File: src/rtl/button_event_arbiter.sv
// rtl/button_event_arbiter.sv - debounced button levels to short/long press events
// Per-button hold counters feed pending flags that are granted round-robin onto one valid/ready port.
module button_event_arbiter #(
   parameter int NUM_BTN     = 4,
   parameter int IDX_W       = 2,
   parameter int COUNTER_LEN = 20,
   parameter int LONG_PRESS  = 1_000_000
) (
   input  logic               clk,
   input  logic               reset_n,
   input  logic [NUM_BTN-1:0] btn_db,
   input  logic               evt_ready,
   output logic               evt_valid,
   output logic [IDX_W-1:0]   evt_id,
   output logic               evt_long,
   output logic [NUM_BTN-1:0] pending,
   output logic               overflow
);

   localparam logic [COUNTER_LEN-1:0] CNT_MAX  = COUNTER_LEN'(LONG_PRESS);
   localparam logic [COUNTER_LEN-1:0] CNT_PRE  = COUNTER_LEN'(LONG_PRESS - 1);
   localparam logic [IDX_W-1:0]       LAST_IDX = IDX_W'(NUM_BTN - 1);

   typedef enum logic {
      IDLE  = 1'b0,
      OFFER = 1'b1
   } state_t;

   state_t                 state_q;
   state_t                 state_d;
   logic [COUNTER_LEN-1:0] cnt [NUM_BTN];
   logic [NUM_BTN-1:0]     long_set;
   logic [NUM_BTN-1:0]     short_set;
   logic [NUM_BTN-1:0]     long_pend;
   logic [NUM_BTN-1:0]     short_pend;
   logic [NUM_BTN-1:0]     long_clr;
   logic [NUM_BTN-1:0]     short_clr;
   logic [NUM_BTN-1:0]     drop;
   logic [IDX_W-1:0]       last_grant;
   logic [IDX_W-1:0]       last_grant_d;
   logic [IDX_W-1:0]       evt_id_d;
   logic                   evt_valid_d;
   logic                   evt_long_d;
   logic                   found;
   logic [IDX_W-1:0]       sel;

   always_ff @(posedge clk or negedge reset_n) begin
      if (!reset_n) begin
         for (int i = 0; i < NUM_BTN; i++) cnt[i] <= '0;
      end else begin
         for (int i = 0; i < NUM_BTN; i++) begin
            if (!btn_db[i])
               cnt[i] <= '0;
            else if (cnt[i] != CNT_MAX)
               cnt[i] <= cnt[i] + COUNTER_LEN'(1);
         end
      end
   end

   // Long fires on the edge the counter reaches LONG_PRESS; a saturated counter never yields a short.
   always_comb begin
      long_set  = '0;
      short_set = '0;
      for (int i = 0; i < NUM_BTN; i++) begin
         long_set[i]  = btn_db[i] && (cnt[i] == CNT_PRE);
         short_set[i] = !btn_db[i] && (cnt[i] != '0) && (cnt[i] < CNT_MAX);
      end
   end

   assign pending = short_pend | long_pend;

   always_comb begin : rr_search
      int idx;
      found = 1'b0;
      sel   = '0;
      idx   = 0;
      for (int k = 1; k <= NUM_BTN; k++) begin
         idx = int'(last_grant) + k;
         if (idx >= NUM_BTN) idx = idx - NUM_BTN;
         if (!found && pending[idx]) begin
            found = 1'b1;
            sel   = IDX_W'(idx);
         end
      end
   end

   always_comb begin
      state_d      = state_q;
      evt_valid_d  = evt_valid;
      evt_id_d     = evt_id;
      evt_long_d   = evt_long;
      last_grant_d = last_grant;
      short_clr    = '0;
      long_clr     = '0;
      case (state_q)
         IDLE: begin
            if (found) begin
               evt_valid_d = 1'b1;
               evt_id_d    = sel;
               evt_long_d  = long_pend[sel];
               if (long_pend[sel])
                  long_clr[sel] = 1'b1;
               else
                  short_clr[sel] = 1'b1;
               state_d = OFFER;
            end
         end
         OFFER: begin
            if (evt_ready) begin
               last_grant_d = evt_id;
               evt_valid_d  = 1'b0;
               state_d      = IDLE;
            end
         end
         default: state_d = IDLE;
      endcase
   end

   // A set landing on the clearing edge is kept and does not count as a drop.
   assign drop = (short_set & short_pend & ~short_clr) | (long_set & long_pend & ~long_clr);

   always_ff @(posedge clk or negedge reset_n) begin
      if (!reset_n) begin
         state_q    <= IDLE;
         evt_valid  <= 1'b0;
         evt_id     <= '0;
         evt_long   <= 1'b0;
         last_grant <= LAST_IDX;
         short_pend <= '0;
         long_pend  <= '0;
         overflow   <= 1'b0;
      end else begin
         state_q    <= state_d;
         evt_valid  <= evt_valid_d;
         evt_id     <= evt_id_d;
         evt_long   <= evt_long_d;
         last_grant <= last_grant_d;
         short_pend <= short_set | (short_pend & ~short_clr);
         long_pend  <= long_set | (long_pend & ~long_clr);
         overflow   <= |drop;
      end
   end

endmodule

File: config.mk
export PLATFORM = sky130hd
export DESIGN_NAME = button_event_arbiter
export DESIGN_NICKNAME = d
export VERILOG_FILES = /design/src/rtl/button_event_arbiter.sv
export SDC_FILE = /design/constraint.sdc
export NUM_CORES = 1
export LEC_CHECK = 0
export CORE_UTILIZATION = 40
export DETAILED_ROUTE_END_ITERATION = 10
export MAX_ROUTING_LAYER = met4
export PLACE_DENSITY_LB_ADDON = 0.08
export SYNTH_ARGS = -nofsm -noshare
export SYNTH_HDL_FRONTEND = slang
export SYNTH_SLANG_ARGS = --single-unit
File: constraint.sdc
create_clock -name clk -period 3.3 [get_ports clk]
set_clock_uncertainty 0.1 [all_clocks]
set_input_delay 0.33 -clock clk [delete_from_list [all_inputs] [get_ports clk]]
set_output_delay 0.33 -clock clk [all_outputs]
set_load 0.02 [all_outputs]
# ---- Yosys cells after proc, flatten, opt, wreduce, memory -nomap -nowiden
# Cells that the tools add are included.
dict set report word_totals {
  register_bits 96
  in_bits 7
  out_inout_bits 9
  wordCells 144
}
dict set report op_classes {
  add_sub_neg 12
  order_cmp 14
  n_eq_ne 14
  muxes 48
  bitwise_logic 13
  reduce_logical 31
}
# cell count
set op_table {}
lappend op_table {{$mux W20} 8}
lappend op_table {{$lt A32 B4 Y1 const B} 4}
lappend op_table {{$mux W32} 4}
lappend op_table {{$add A20 B1 Y20 const B} 4}
lappend op_table {{$eq A20 B20 Y1 const B} 4}
lappend op_table {{$lt A20 B20 Y1 const B} 4}
lappend op_table {{$ne A20 B20 Y1 const B} 4}
lappend op_table {{$reduce_bool A20 Y1} 4}
lappend op_table {{$and A4 B4 Y4} 6}
lappend op_table {{$mux W4} 6}
lappend op_table {{$mux W1} 18}
lappend op_table {{$logic_and A1 B1 Y1} 16}
lappend op_table {{$or A4 B4 Y4} 4}
lappend op_table {{$sub A3 B3 Y4 const B} 3}
lappend op_table {{$bmux W1 S2} 5}
lappend op_table {{$ge A3 B3 Y1 const B} 3}
lappend op_table {{$mux W2} 4}
lappend op_table {{$ne A2 B1 Y1 const B} 4}
lappend op_table {{$not A4 Y4} 2}
lappend op_table {{$logic_not A1 Y1} 7}
lappend op_table {{$add A2 B2 Y3 const B} 2}
lappend op_table {{$reduce_and A2 Y1} 3}
lappend op_table {{$sub A4 B3 Y5 const B} 1}
lappend op_table {{$add A2 B3 Y4 const B} 1}
lappend op_table {{9 further kinds} 11}

# ---- Longest topological paths before layout
dict set report logic_depth {
  ltp_word 27
  depth_mapped 8
  mapped_depth_nobuf 7
}

# ---- Worst setup path after synthesis
# Ideal clock, no wire load.
dict set report synth_timing {
  kind {flip-flop to flip-flop}
  from {reg cnt[46] (netlist bit)}
  to {reg overflow}
  setup_time_ns 0.134
  arrival_ns 1.722
  required_ns 3.066
  slack_ns 1.344
  stages_incl_launch_ff 8
  path_buffers 1
  synth_period_minus_slack_ns 1.956
  path_cell_list {dfrtp_1 > buf_6 > or4_1 > nor4_2 > a311o_2 > a211oi_1 > a311oi_1 > nand4b_1}
}
dict set report synth_via {
  elab_chain_cells 7
  elab_cells_between_ends 12
  classes_between {order compare (1); eq/ne (1); bitwise (5); reduce/logical (5)}
}
# element line_no
set synth_rtl {}
lappend synth_rtl {{start, declared} 31} ;# logic [COUNTER_LEN-1:0] cnt [NUM_BTN];
lappend synth_rtl {{start signal, assigned by index} 55} ;# cnt[i] <= cnt[i] + COUNTER_LEN'(1);
lappend synth_rtl {{branches (longest 5 deep; another with $lt A20 B20 Y1)} n/a}
lappend synth_rtl {{$or A4 B4 Y4 (*)} 120} ;# assign drop = (short_set & short_pend & ~short_clr) | (long_set & long_pend & ~long_clr);
lappend synth_rtl {{$reduce_or A4 Y1 (*)} 140} ;# overflow <= |drop;
lappend synth_rtl {{end signal, assigned} 140}
lappend synth_rtl {{end, declared} 17} ;# output logic overflow
# Mark *: on every way between the ends.
# A chain may end at the register's enable or synchronous reset.

# ---- Final worst setup path
dict set report layout_timing {
  from {reg long_pend[0]}
  to {reg overflow}
}
dict set report layout_via {
  elab_chain_cells 25
  elab_cells_between_ends 47
  classes_between {order compare (2); mux (30); bitwise (7); reduce/logical (8)}
}
# element line_no
set layout_rtl {}
lappend layout_rtl {{start, declared} 34} ;# logic [NUM_BTN-1:0] long_pend;
lappend layout_rtl {{start signal, assigned} 139} ;# long_pend <= long_set | (long_pend & ~long_clr);
lappend layout_rtl {{$or A4 B4 Y4} 70} ;# assign pending = short_pend | long_pend;
lappend layout_rtl {{$bmux W1 S2} 80} ;# if (!found && pending[idx]) begin
lappend layout_rtl {{$mux W1 (not written as such) (2 in series)} 80}
lappend layout_rtl {{$mux W1} 80}
lappend layout_rtl {{$logic_not A1 Y1} 80}
lappend layout_rtl {{$logic_and A1 B1 Y1} 80}
lappend layout_rtl {{$mux W1} 80}
lappend layout_rtl {{$logic_not A1 Y1} 80}
lappend layout_rtl {{[8 not listed]} n/a}
lappend layout_rtl {{$demux W1 S2} {102, 104}}
lappend layout_rtl {{$mux W4} 101} ;# if (long_pend[sel])
lappend layout_rtl {{$mux W4} 97} ;# if (found) begin
lappend layout_rtl {{$mux W4} 95} ;# case (state_q)
lappend layout_rtl {{$not A4 Y4} 120}
lappend layout_rtl {{$and A4 B4 Y4} 120}
lappend layout_rtl {{$or A4 B4 Y4 (*)} 120}
lappend layout_rtl {{$reduce_or A4 Y1 (*)} 140}
# Every way passes the cells marked *; elsewhere a longest branch is shown, timed or not. The select of a mux whose other input is x is not followed.

==> metrics.yaml <==
run_status:
  status: "finished, final reports clean"
final_layout:
  drive_gt1_share_pct: 6.28
  layout.nets: 583
  area_growth_pct: 10.8
  n_antenna_cell: 0
pwr:
  swShare_pct: 29.1
  power.share.combinational_pct: 19.7
  power.density_mw_per_mm2: 479
  ir_worst_vdd_mv: 0.237
  clkPwrFrac_pct: 33.5
  power_frac_seq_pct: 46.8
  leakagePower_nw: 2.58
  p_int_w: 0.00202
  p_sw_w: 0.000833
sta:
  finalSetupTns_ns: 0
  slew_violations: 0
  setup_violations: 0
  hold_violations: 0
  fin_crit_sh_pct: 65.6
  min_period_ns: 2.16
  grt_setup_unrepaired: "no"
  relSlewSlack_pct: 30.1
  setup_ws_ns: 1.14
  fmax_mhz: 462
  worst_pin_slew_ns: 1.05
global_route:
  antenna_found_initial: 0
  grt_max_degree: 83
  grt.overflow.total: 0
  grt_pass1_wl_um: 18300
  grt_util_all_layers_pct: 16.8
  grt_pass1_vias: 3910
clock_tree:
  cts.reportedPaths.clkPinSlew_ns: 0.06
  cts_buffer_depth: 2
  cts_root_buf: "clkbuf_16"
  post_cts_resized: 0
  cts.sinks: 96
  cts_buffers: 9
  cts_tree: "done"
  hold_buffers: 0
  post_cts_buffers: 0
  clk_latency_ns: 0.35
  htreeDepth: 3
routing:
  wirelength_um: 10500
  via_count: 3908
  routed_via_density: 5.22
  wl_per_cell_um: 14.0
  drtIter0Drc: 205
  drtPass1Iterations: 4
  ant_nets: 0
  drc: 0
synthesis:
  yosys.cell_count.top_type: "dfrtp_1"
  synth_cell_types: 66
  yosys.area.top_type: "dfrtp_1"
  synthTopCellsByCount: "dfrtp_1 (94), and2_1 (64), xnor2_1 (49), nand2_1 (42), nand3_1 (30)"
  ys.flop_type: "dfrtp_1"
  synth.ff_latch_count: 96
  synth_top_area_share_pct: 43.7
  synth_area_mm2: 0.00538
  synth_area_leaders: "dfrtp_1 (44%), xnor2_1 (8.0%), and2_1 (7.4%), nand2_1 (2.9%), nand3_1 (2.8%)"
  syn_inst: 555
  synth_edf_count: 0
  synth_fp_nets: 570
  avgSynthCellArea_um2: 9.69
  synthArstFlopShare_pct: 100
  yosysWarnings: 0
  yosysSeqAreaShare_pct: 44.7
hold_path:
  hold_path.class: "input port to async pin"
worst_setup_path:
  end_kind: "flip-flop"
  path_max_fanout: 6
  slowest_stage: "nor4_2"
  reg2reg_from: "long_pend[0]"
  crit_type: "flip-flop to flip-flop"
  reg2regPathDepth: 6
  worstPathRequired_ns: 3.48
  path_cells: "nor4_2 -> a31o_2 -> a21oi_2 -> a2111oi_2 -> a311oi_1 -> nand4b_1"
  crit_path_start_kind: "flip-flop"
  critPathLaunch: "long_pend[0]"
  r2r_setup_slack_ns: 1.14
  r2r_end: "overflow"
  crit_end: "overflow"
  cp_slowest_stage_delay_ns: 0.60
  critical_path_arrival_ns: 2.34
floorplan:
  die_w_um: 118
  ios: 16
  row_count: 42
  start_util_pct: 40.8
  core_mm2: 0.0132
  dieArea_mm2: 0.0139
  die_h_um: 118
run:
  drv_cap: 0
placed_design:
  hpwlAfterDp_um: 7300
  port_buffers: 15
  place_congestion: 0.807
  dp_slack_ns: 1.12
power by group through the flow:
stage | clock network [W] | registers (W) | logic [W]
final | 0.000958 | 0.00134 | 0.000563
after global placement | 0 | 0.00136 | 0.000566
after global routing | 0.00103 | 0.00135 | 0.000626
after CTS | 0.00100 | 0.00134 | 0.000574
after floorplan | 0 | 0.00136 | 0.000345
after detailed placement | 0 | 0.00136 | 0.000571
flip-flops by register name, indices dropped and copies added (netlist names), 2 cells and up:
name	flops
last_grant	2
cnt	80
short_pend	4
long_pend	4
evt_id	2
per-stage QoR:
| stage | utilization [%] | total power, W | instances | instance area, um2 | hold slack, ns |
|---|---|---|---|---|---|
| after global placement | 43.2 | 0.00193 | 733 | 5700 | 0.401 |
| after floorplan | - | 0.00171 | 555 | 5380 | -0.0656 |
| final | 45.2 | 0.00286 | 749 | 5960 | 0.0751 |
| after detailed placement | 43.2 | 0.00193 | 733 | 5700 | 0.412 |
| after CTS | 45.2 | 0.00291 | 749 | 5960 | 0.130 |
| after global routing | 45.2 | 0.00300 | 749 | 5960 | 0.185 |
worst min path at each step:
stage | from | end | slack, ns | cells after the start
floorplan | reset_n | cnt[0] | -0.07 | 0
global placement | evt_id[1] | evt_id[1] | 0.40 | 2
detailed placement | evt_id[1] | evt_id[1] | 0.41 | 2
CTS | reset_n | cnt[37] | 0.13 | 1
global route | reset_n | cnt[34] | 0.19 | 1
finish | reset_n | cnt[34] | 0.08 | 1
cells in the final DEF (no fill, tap or decap), types with 3 or more instances in the layout:
cell type	instances
clkbuf_1	5
nand2_1	42
nand2b_1	5
nor2b_1	8
and3_1	19
a21boi_0	7
nand4_1	21
nand4b_1	3
a211oi_1	4
clkbuf_16	9
nand3_1	30
a21oi_1	4
a311oi_1	4
buf_4	4
and2_1	64
nor4_1	11
nor4_2	3
and4_1	5
xnor2_1	49
clkdlybuf4s50_1	14
nor2_1	26
nor3_1	12
dfrtp_1	94
or2_1	3
mux2i_1	5
o21ai_0	12
xor2_1	16
inv_1	20
ha_1	8
or3_1	12
nand3b_1	5
or4_1	4
per-layer routing:
layer | wire length [um] | track usage, % | vias up | share of wire (%)
li1 | - | - | 1973 | -
met3 | 192 | 2.66 | 15 | 1.8
met2 | 4980 | 26.9 | 27 | 47
met5 | 0 | - | - | 0
met1 | 5130 | 21.2 | 1893 | 49
met4 | 210 | 6.65 | 0 | 2.0
critical path, delay by kind of cell (launching register included):
family,cells,cell delay (ns)
AND/OR/NAND/NOR,2,0.70
flip-flops,1,0.44
AO/OA/AOI/OAI,4,0.85
kinds of logic (layout without fill, tap and decap cells):
| family | Yosys count | in the layout | share of synthesized area, % |
|---|---|---|---|
| flops | 96 | 96 | 44.7 |
| mux | 7 | 7 | 1.35 |
| buf+inv | 37 | 55 | 2.77 |
| simple gates | 285 | 285 | 30.7 |
| compound gates | 57 | 57 | 8.00 |
| xor+xnor | 65 | 65 | 10.6 |
| fa+ha+maj | 8 | 8 | 1.86 |
final cells by class:
| type | count | area (um2) |
|---|---|---|
| Clock buffer | 15 | 258 |
| Fill cell | 1330 | 7230 |
| Tap cell | 176 | 220 |
| Timing Repair Buffer | 18 | 170 |
| Inverter | 21 | 78.8 |
| Sequential cell | 96 | 2400 |
| Multi-Input combinational cell | 422 | 2830 |
| Clock inverter | 1 | 5.00 |
Power figures use the tool's default switching activity.
